--- config.mk ---
export PLATFORM = sky130hd
export DESIGN_NAME = udp_tx_frame_scheduler_flat
export DESIGN_NICKNAME = d
export VERILOG_FILES = /design/src/rtl/udp_tx_frame_scheduler_pkg.sv /design/src/rtl/udp_tx_frame_scheduler_if.sv /design/src/rtl/udp_tx_frame_scheduler_rr_arbiter.sv /design/src/rtl/udp_tx_frame_scheduler.sv /design/src/flat_wrapper.sv
export SDC_FILE = /design/constraint.sdc
export NUM_CORES = 1
export LEC_CHECK = 0
export ABC_AREA = 1
export ABC_CLOCK_PERIOD_IN_PS = 3230
export CAP_MARGIN = 15
export CORE_MARGIN = 5
export CORE_UTILIZATION = 41
export CTS_BUF_LIST = sky130_fd_sc_hd__clkbuf_4 sky130_fd_sc_hd__clkbuf_8 sky130_fd_sc_hd__clkbuf_16
export CTS_CLUSTER_DIAMETER = 80
export DETAILED_ROUTE_END_ITERATION = 10
export PLACE_DENSITY = 0.83
export SLEW_MARGIN = 20
export SYNTH_ARGS = -nofsm -noshare
export SYNTH_HDL_FRONTEND = slang
export SYNTH_SLANG_ARGS = --single-unit
--- constraint.sdc ---
create_clock -name i_clk -period 3.23 [get_ports i_clk]
set_input_delay 0.646 -clock i_clk [delete_from_list [all_inputs] [get_ports i_clk]]
set_output_delay 0.646 -clock i_clk [all_outputs]
set_load 0.03 [all_outputs]
--- src/rtl/udp_tx_frame_scheduler_pkg.sv ---
// Shared widths, FSM encoding and the forwarded-beat payload for the UDP TX frame scheduler.
package udp_tx_frame_scheduler_pkg;

    localparam int unsigned CH_MAX = 8;
    localparam int unsigned IDX_W  = $clog2(CH_MAX);
    localparam int unsigned LEN_W  = 16;
    localparam int unsigned PORT_W = 16;
    localparam int unsigned DATA_W = 8;

    typedef enum logic [1:0] {
        ST_IDLE  = 2'd0,
        ST_GRANT = 2'd1,
        ST_XFER  = 2'd2,
        ST_GAP   = 2'd3
    } state_e;

    typedef struct packed {
        logic [DATA_W-1:0] data;
        logic              last;
        logic              valid;
    } udp_beat_t;

endpackage

--- src/rtl/udp_tx_frame_scheduler_if.sv ---
// Source-side request/byte bus plus stack-side send bus of the UDP TX frame scheduler.
interface udp_tx_frame_scheduler_if
    import udp_tx_frame_scheduler_pkg::*;
#(
    parameter int unsigned P_CH = 4
);
    logic [P_CH-1:0]        i_req;
    logic [LEN_W*P_CH-1:0]  i_len;
    logic [PORT_W*P_CH-1:0] i_dst_port;
    logic [DATA_W*P_CH-1:0] i_data;
    logic [P_CH-1:0]        i_valid;
    logic [P_CH-1:0]        i_last;
    logic [P_CH-1:0]        o_gnt;
    logic                   i_stack_ready;
    logic [DATA_W-1:0]      o_udp_data;
    logic [LEN_W-1:0]       o_udp_len;
    logic                   o_udp_last;
    logic                   o_udp_valid;
    logic [PORT_W-1:0]      o_dst_port;
    logic                   o_dst_valid;
    logic                   o_len_err;
    logic                   o_timeout;

    modport master (
        input  i_req, i_len, i_dst_port, i_data, i_valid, i_last, i_stack_ready,
        output o_gnt, o_udp_data, o_udp_len, o_udp_last, o_udp_valid,
               o_dst_port, o_dst_valid, o_len_err, o_timeout
    );

    modport slave (
        output i_req, i_len, i_dst_port, i_data, i_valid, i_last, i_stack_ready,
        input  o_gnt, o_udp_data, o_udp_len, o_udp_last, o_udp_valid,
               o_dst_port, o_dst_valid, o_len_err, o_timeout
    );
endinterface

--- src/rtl/udp_tx_frame_scheduler_rr_arbiter.sv ---
// Combinational round-robin pick: first requester at or after ptr, as one-hot plus index.
module rr_arbiter_onehot
    import udp_tx_frame_scheduler_pkg::*;
#(
    parameter int unsigned P_CH = 4
) (
    input  logic [P_CH-1:0]  req,
    input  logic [IDX_W-1:0] ptr,
    output logic [P_CH-1:0]  gnt_c,
    output logic [IDX_W-1:0] idx_c
);
    int unsigned pos;
    logic        found;

    always_comb begin
        gnt_c = '0;
        idx_c = '0;
        found = 1'b0;
        pos   = 0;
        for (int unsigned i = 0; i < P_CH; i++) begin
            pos = 32'(ptr) + i;
            if (pos >= P_CH) pos = pos - P_CH;
            for (int unsigned j = 0; j < P_CH; j++) begin
                if (!found && pos == j && req[j]) begin
                    gnt_c[j] = 1'b1;
                    idx_c    = IDX_W'(j);
                    found    = 1'b1;
                end
            end
        end
    end
endmodule

--- src/rtl/udp_tx_frame_scheduler.sv ---
// Frame-level round-robin scheduler: one source owns the UDP stack send port per frame,
// bytes forwarded with one registered cycle, length/timeout/gap enforced.
module udp_tx_frame_scheduler
    import udp_tx_frame_scheduler_pkg::*;
#(
    parameter int unsigned P_CH          = 4,
    parameter int unsigned P_GAP         = 12,
    parameter int unsigned P_GNT_TIMEOUT = 256
) (
    input  logic                    i_clk,
    input  logic                    i_rst,
    udp_tx_frame_scheduler_if.master bus
);
    localparam int unsigned TMR_W = (P_GNT_TIMEOUT > 2) ? $clog2(P_GNT_TIMEOUT) : 1;
    localparam int unsigned GAP_W = (P_GAP > 2) ? $clog2(P_GAP) : 1;

    state_e              state_q, state_d;
    logic [IDX_W-1:0]    ch_q, ch_d, ptr_q, ptr_d;
    logic [LEN_W-1:0]    len_q, len_d, cnt_q, cnt_d, cnt_inc;
    logic [TMR_W-1:0]    tmr_q, tmr_d;
    logic [GAP_W-1:0]    gap_q, gap_d;
    logic                drop_q, drop_d;
    logic [P_CH-1:0]     gnt_q, gnt_d;
    udp_beat_t           beat_q, beat_d;
    logic [LEN_W-1:0]    udp_len_q, udp_len_d;
    logic [PORT_W-1:0]   dst_port_q, dst_port_d;
    logic                dst_valid_q, dst_valid_d;
    logic                len_err_q, len_err_d;
    logic                timeout_q, timeout_d;
    logic                frame_done;

    logic [P_CH-1:0]     arb_gnt_c;
    logic [IDX_W-1:0]    arb_idx_c;
    logic                sel_valid_c, sel_last_c;
    logic [DATA_W-1:0]   sel_data_c;
    logic [LEN_W-1:0]    arb_len_c;
    logic [PORT_W-1:0]   arb_port_c;

    rr_arbiter_onehot #(.P_CH(P_CH)) u_arb (
        .req   (bus.i_req),
        .ptr   (ptr_q),
        .gnt_c (arb_gnt_c),
        .idx_c (arb_idx_c)
    );

    // Granted-channel byte lanes and the to-be-granted channel's frame parameters
    always_comb begin
        sel_valid_c = 1'b0;
        sel_last_c  = 1'b0;
        sel_data_c  = '0;
        arb_len_c   = '0;
        arb_port_c  = '0;
        for (int unsigned i = 0; i < P_CH; i++) begin
            if (ch_q == IDX_W'(i)) begin
                sel_valid_c = bus.i_valid[i];
                sel_last_c  = bus.i_last[i];
                sel_data_c  = bus.i_data[i*DATA_W +: DATA_W];
            end
            if (arb_idx_c == IDX_W'(i)) begin
                arb_len_c  = bus.i_len[i*LEN_W +: LEN_W];
                arb_port_c = bus.i_dst_port[i*PORT_W +: PORT_W];
            end
        end
    end

    assign cnt_inc = cnt_q + LEN_W'(1);

    always_comb begin
        state_d     = state_q;
        ch_d        = ch_q;
        ptr_d       = ptr_q;
        len_d       = len_q;
        cnt_d       = cnt_q;
        tmr_d       = tmr_q;
        gap_d       = gap_q;
        drop_d      = drop_q;
        gnt_d       = gnt_q;
        beat_d      = '0;
        udp_len_d   = udp_len_q;
        dst_port_d  = dst_port_q;
        dst_valid_d = 1'b0;
        len_err_d   = 1'b0;
        timeout_d   = 1'b0;
        frame_done  = 1'b0;

        case (state_q)
            ST_IDLE: begin
                udp_len_d = '0;
                if ((|bus.i_req) && bus.i_stack_ready) begin
                    state_d     = ST_GRANT;
                    ch_d        = arb_idx_c;
                    gnt_d       = arb_gnt_c;
                    ptr_d       = (arb_idx_c == IDX_W'(P_CH - 1)) ? '0 : arb_idx_c + IDX_W'(1);
                    len_d       = (arb_len_c == '0) ? LEN_W'(1) : arb_len_c;
                    udp_len_d   = (arb_len_c == '0) ? LEN_W'(1) : arb_len_c;
                    dst_port_d  = arb_port_c;
                    dst_valid_d = 1'b1;
                    cnt_d       = '0;
                    tmr_d       = '0;
                    drop_d      = 1'b0;
                end
            end
            ST_GRANT, ST_XFER: begin
                if (sel_valid_c && drop_q) begin
                    // Overlong frame already closed; swallow bytes until the source ends it
                    if (sel_last_c) begin
                        gnt_d      = '0;
                        frame_done = 1'b1;
                    end
                end else if (sel_valid_c) begin
                    state_d     = ST_XFER;
                    beat_d.valid = 1'b1;
                    beat_d.data  = sel_data_c;
                    cnt_d        = cnt_inc;
                    if (sel_last_c) begin
                        beat_d.last = 1'b1;
                        len_err_d   = (cnt_inc != len_q);
                        gnt_d       = '0;
                        frame_done  = 1'b1;
                    end else if (cnt_inc == len_q) begin
                        beat_d.last = 1'b1;
                        len_err_d   = 1'b1;
                        drop_d      = 1'b1;
                    end
                end else if (state_q == ST_GRANT) begin
                    if (tmr_q == TMR_W'(P_GNT_TIMEOUT - 1)) begin
                        gnt_d      = '0;
                        timeout_d  = 1'b1;
                        frame_done = 1'b1;
                    end else begin
                        tmr_d = tmr_q + TMR_W'(1);
                    end
                end
            end
            ST_GAP: begin
                udp_len_d = '0;
                if (gap_q == GAP_W'(P_GAP - 1)) state_d = ST_IDLE;
                else                            gap_d   = gap_q + GAP_W'(1);
            end
            default: state_d = ST_IDLE;
        endcase

        if (frame_done) begin
            state_d = (P_GAP == 0) ? ST_IDLE : ST_GAP;
            gap_d   = '0;
        end
    end

    always_ff @(posedge i_clk or negedge i_rst) begin
        if (!i_rst) begin
            state_q     <= ST_IDLE;
            ch_q        <= '0;
            ptr_q       <= '0;
            len_q       <= '0;
            cnt_q       <= '0;
            tmr_q       <= '0;
            gap_q       <= '0;
            drop_q      <= 1'b0;
            gnt_q       <= '0;
            beat_q      <= '0;
            udp_len_q   <= '0;
            dst_port_q  <= '0;
            dst_valid_q <= 1'b0;
            len_err_q   <= 1'b0;
            timeout_q   <= 1'b0;
        end else begin
            state_q     <= state_d;
            ch_q        <= ch_d;
            ptr_q       <= ptr_d;
            len_q       <= len_d;
            cnt_q       <= cnt_d;
            tmr_q       <= tmr_d;
            gap_q       <= gap_d;
            drop_q      <= drop_d;
            gnt_q       <= gnt_d;
            beat_q      <= beat_d;
            udp_len_q   <= udp_len_d;
            dst_port_q  <= dst_port_d;
            dst_valid_q <= dst_valid_d;
            len_err_q   <= len_err_d;
            timeout_q   <= timeout_d;
        end
    end

    assign bus.o_gnt       = gnt_q;
    assign bus.o_udp_data  = beat_q.data;
    assign bus.o_udp_last  = beat_q.last;
    assign bus.o_udp_valid = beat_q.valid;
    assign bus.o_udp_len   = udp_len_q;
    assign bus.o_dst_port  = dst_port_q;
    assign bus.o_dst_valid = dst_valid_q;
    assign bus.o_len_err   = len_err_q;
    assign bus.o_timeout   = timeout_q;
endmodule
--- src/flat_wrapper.sv ---
// flat-port wrapper written by rule: the top's interface ports become plain ports
module udp_tx_frame_scheduler_flat import udp_tx_frame_scheduler_pkg::*;
#(
    parameter int unsigned P_CH          = 4,
    parameter int unsigned P_GAP         = 12,
    parameter int unsigned P_GNT_TIMEOUT = 256
)
  (i_clk, i_rst, bus_i_req, bus_i_len, bus_i_dst_port, bus_i_data, bus_i_valid, bus_i_last, bus_i_stack_ready, bus_o_gnt, bus_o_udp_data, bus_o_udp_len, bus_o_udp_last, bus_o_udp_valid, bus_o_dst_port, bus_o_dst_valid, bus_o_len_err, bus_o_timeout);
  udp_tx_frame_scheduler_if #(.P_CH(P_CH)) bus_i ();
  input  logic i_clk;
  input  logic i_rst;
  input wire logic [$bits(bus_i.i_req)-1:0] bus_i_req;
  input wire logic [$bits(bus_i.i_len)-1:0] bus_i_len;
  input wire logic [$bits(bus_i.i_dst_port)-1:0] bus_i_dst_port;
  input wire logic [$bits(bus_i.i_data)-1:0] bus_i_data;
  input wire logic [$bits(bus_i.i_valid)-1:0] bus_i_valid;
  input wire logic [$bits(bus_i.i_last)-1:0] bus_i_last;
  input wire logic [$bits(bus_i.i_stack_ready)-1:0] bus_i_stack_ready;
  output wire logic [$bits(bus_i.o_gnt)-1:0] bus_o_gnt;
  output wire logic [$bits(bus_i.o_udp_data)-1:0] bus_o_udp_data;
  output wire logic [$bits(bus_i.o_udp_len)-1:0] bus_o_udp_len;
  output wire logic [$bits(bus_i.o_udp_last)-1:0] bus_o_udp_last;
  output wire logic [$bits(bus_i.o_udp_valid)-1:0] bus_o_udp_valid;
  output wire logic [$bits(bus_i.o_dst_port)-1:0] bus_o_dst_port;
  output wire logic [$bits(bus_i.o_dst_valid)-1:0] bus_o_dst_valid;
  output wire logic [$bits(bus_i.o_len_err)-1:0] bus_o_len_err;
  output wire logic [$bits(bus_i.o_timeout)-1:0] bus_o_timeout;
  assign bus_i.i_req = bus_i_req;
  assign bus_i.i_len = bus_i_len;
  assign bus_i.i_dst_port = bus_i_dst_port;
  assign bus_i.i_data = bus_i_data;
  assign bus_i.i_valid = bus_i_valid;
  assign bus_i.i_last = bus_i_last;
  assign bus_i.i_stack_ready = bus_i_stack_ready;
  assign bus_o_gnt = bus_i.o_gnt;
  assign bus_o_udp_data = bus_i.o_udp_data;
  assign bus_o_udp_len = bus_i.o_udp_len;
  assign bus_o_udp_last = bus_i.o_udp_last;
  assign bus_o_udp_valid = bus_i.o_udp_valid;
  assign bus_o_dst_port = bus_i.o_dst_port;
  assign bus_o_dst_valid = bus_i.o_dst_valid;
  assign bus_o_len_err = bus_i.o_len_err;
  assign bus_o_timeout = bus_i.o_timeout;
  udp_tx_frame_scheduler #(.P_CH(P_CH), .P_GAP(P_GAP), .P_GNT_TIMEOUT(P_GNT_TIMEOUT)) u_core (.i_clk(i_clk), .i_rst(i_rst), .bus(bus_i));
endmodule
==> impl_metrics.csv <==
group,metric,value,unit
global_routing,track_usage,25.3,%
setup_path,cp.required,3.53,ns
clock_tree,cts.sinks,100,
finish,num-fill-cells,1125,
drt,dr_total_vias,7066,
die,die_w,132,um
global_routing,grt_pass1_vias,7071,
yosys,synth_cell_types,48,
place,portBuffers,223,
sta,tightest_slew,0.639,ns
finish,nets,1268,
place,dpl.hpwl,17500,um
yosys,synthCells,780,
yosys,yosys_warnings,0,
sta,rsz0062_at_grt,"true",
yosys,synth-edff-count,0,
sta,setup_viol,2,
drt,highest_layer,"met4",
yosys,ys.flop_type,"dfrtp_1",
clock_tree,path_clk_slew,0.07,ns
finish,fin_area,9910,um^2
global_routing,antenna_found_initial,3,
finish,multi_input_area,3410,um^2
finish,final_cell_mix,"clkdlybuf4s50_1 (218), nand2_1 (151), dfrtp_1 (98), buf_4 (79), inv_1 (60)",
yosys,yosys.area.top_type,"dfrtp_1",
finish,seq_area,2500,um^2
setup_path,end_kind,"flop",
sta,post-route-period-util,104,%
yosys,avgSynthCellArea,7.87,um^2
setup_path,path_class,"input port to flop",
setup_path,crit_path_max_fanout,8,
power_and_ir_drop,p_leak,0.00430,uW
run,cap_violations,0,
clock_tree,cts_buffers,9,
setup_path,regToRegEndpoint,"u_core.len_q[0]",
place,globalplace.congestion,0.976,
setup_path,start_kind,"input port",
finish,layout_commonest_cell,"clkdlybuf4s50_1",
drt,drc,0,
clock_tree,cts_tree,"built",
sta,slew_headroom,57.4,%
drt,drt-initial-drc-count,488,
drt,wirelength,23500,um
drt,wl_per_cell,18.5,um
sta,slew_violations,0,
drt,m1WireLength,8410,um
finish,drive_gt1_share,19.6,%
setup_path,r2r_slack,-0.14,ns
drt,ant_nets,0,
finish,final_core_util,67.9,%
die,num_rows,44,
clock_tree,cts_buffer_depth,2,
status,status,"complete, but fails checks",
clock_tree,clk_latency,0.36,ns
global_routing,grt_overflow,0,
sta,final.min_clock_period,3.37,ns
finish,syn_to_final_growth,61.3,%
yosys,synth.area.top_cells,"dfrtp_1 (41%), nand2_1 (9.5%), o21ai_0 (7.3%)",
die,core-area,14600,um^2
sta,fin_skew,0.0115,ns
sta,finalSetupTns,-0.265,ns
global_routing,grt_pass1_wl,35900,um
die,ioPinCount,224,
clock_tree,cts_htree_levels,3,
die,die-area,17500,um^2
yosys,synth_area,6140,um^2
drt,met2_length,11900,um
sta,layout_setup_ws,-0.144,ns
yosys,async_flop_share,100,%
die,die_h,132,um
sta,timing_hold_violations_final,0,
hold_path,hp-class,"input port to asynchronous set/reset pin",
sta,max_freq,296,MHz
power_and_ir_drop,p_per_area,1190,nW/um^2
power_and_ir_drop,p_total,11800,uW
place,place_ws,-0.665,ns
setup_path,critical_path_arrival,3.67,ns
clock_tree,cts_root_buffer,"clkbuf_16",
yosys,yosys_register_bits,100,
place,place_area,9010,um^2
status,failed_checks,"setup timing",
drt,dr.pass1.iters,5,
setup_path,reg2regPathDepth,21,
setup_path,r2r-start,"u_core.ptr_q[0]",
global_routing,grt_max_degree,53,
yosys,synth_nets,968,
drt,wl_met3,1750,um
drt,avgViaCountPerCell,5.56,
power_and_ir_drop,ir_worst_vdd,0.00113,V
yosys,synth_top_cell_area_share,40.7,%
die,initial_utilization,42.1,%
yosys,synth_seq_area_share,40.7,%
==> how the worst max path moves through the flow <==
| stage | startpoint | end | depth (start not counted) |
|---|---|---|---|
| 6_report | bus_i_req[2] | u_core.len_q[0] | 20 |
| 5_1_grt | u_core.ptr_q[1] | u_core.len_q[0] | 21 |
| 4_1_cts | bus_i_req[1] | u_core.bus.o_udp_len[0] | 24 |
| 3_5_place_dp | bus_i_req[0] | u_core.len_q[0] | 26 |
| 3_3_place_gp | bus_i_req[0] | u_core.bus.o_udp_len[0] | 25 |
| 2_1_floorplan | bus_i_req[1] | u_core.bus.o_udp_len[0] | 24 |
==> report_power, final <==
part	switching (uW)	internal [uW]
logic	4630	3930
clock network	502	598
registers	420	1750
==> worst max-delay path: stages <==
cell and delay [ns]:
dlygate4sd2_1 0.26, buf_4 0.16, nand2_1 0.14, nand4_4 0.14, nor2_4 0.15, nand4_4 0.12
nor2_4 0.18, nand4_1 0.20, nand3_4 0.13, buf_4 0.14, ha_2 0.24, inv_1 0.07
buf_4 0.16, o21ai_0 0.33, nand4_1 0.19, nor2_2 0.13, nand2_1 0.07, nand2_1 0.07
nand2_1 0.06, nand2_1 0.07
==> state kept, by name, indices dropped and copies added (netlist names) <==
register / flops
u_core.bus.o_gnt: 4
u_core.state_q: 2
u_core.gap_q: 4
u_core.cnt_q: 16
u_core.bus.o_udp_last: 1
u_core.bus.o_udp_data: 8
u_core.bus.o_udp_valid: 1
u_core.tmr_q: 8
u_core.bus.o_dst_valid: 1
u_core.bus.o_dst_port: 16
u_core.ch_q: 2
u_core.drop_q: 1
u_core.bus.o_timeout: 1
u_core.bus.o_len_err: 1
u_core.bus.o_udp_len: 16
u_core.ptr_q: 2
u_core.len_q: 16
==> per-layer routing <==
layer	GRT usage (%)	vias to the layer above
li1	-	3330
met1	27.3	3278
met2	44.4	362
met3	6.03	96
met4	15.6	0
met5	0	-
==> cell families (layout without fill, tap and decap cells) <==
family / count (synthesis) / after routing / synth area share [%]
AO/OA/AOI/OAI: 231 / 231 / 23.6
buffers and inverters: 114 / 418 / 7.44
flip-flops: 100 / 100 / 40.7
AND/OR/NAND/NOR: 309 / 309 / 23.7
XOR/XNOR: 13 / 13 / 1.85
other: 0 / 4 / 0
adder cells (fa/ha/maj): 13 / 13 / 2.65
==> cells in the mapped netlist (4+ instances only) <==
cell type / instances
nand4_1: 19
nand3_1: 23
inv_1: 66
and2_1: 4
o21ai_0: 90
ha_1: 13
nor2_1: 56
nor2_2: 6
o211ai_1: 17
clkbuf_1: 26
xnor2_1: 4
nor3_1: 11
nor2_4: 4
dfrtp_1: 100
nand3b_1: 8
xor2_1: 9
nand3_2: 7
a21oi_1: 45
a2bb2oi_1: 16
nand2_1: 155
o22ai_1: 16
inv_2: 9
a221o_1: 19
a22oi_1: 16
==> metrics by stage <==
stage	cells	hold slack, ns
after floorplan	780	0.350
after global placement	1218	0.465
after detailed placement	1218	0.474
after CTS	1261	0.327
after global routing	1271	0.351
final	1272	0.307
==> repair_timing <==
item / CTS / global route
gates cloned: 2 / 1
pin swaps: 16 / 26
hold buffers: 0 / 0
gates resized for setup: 43 / 75
endpoints found under the setup margin: 35 / 48
buffers inserted: 26 / 6
endpoints found under the hold margin: 0 / 0
==> cell type report <==
cell class,instances,share of cell area [%]
Sequential cell,100,25.3
Clock buffer,9,2.27
Multi-Input combinational cell,566,34.4
Timing Repair Buffer,321,31.7
Inverter,82,3.30
Tap cell,184,2.32
Clock inverter,6,0.657
Antenna cell,4,0.101
Power figures use the tool's default switching activity.
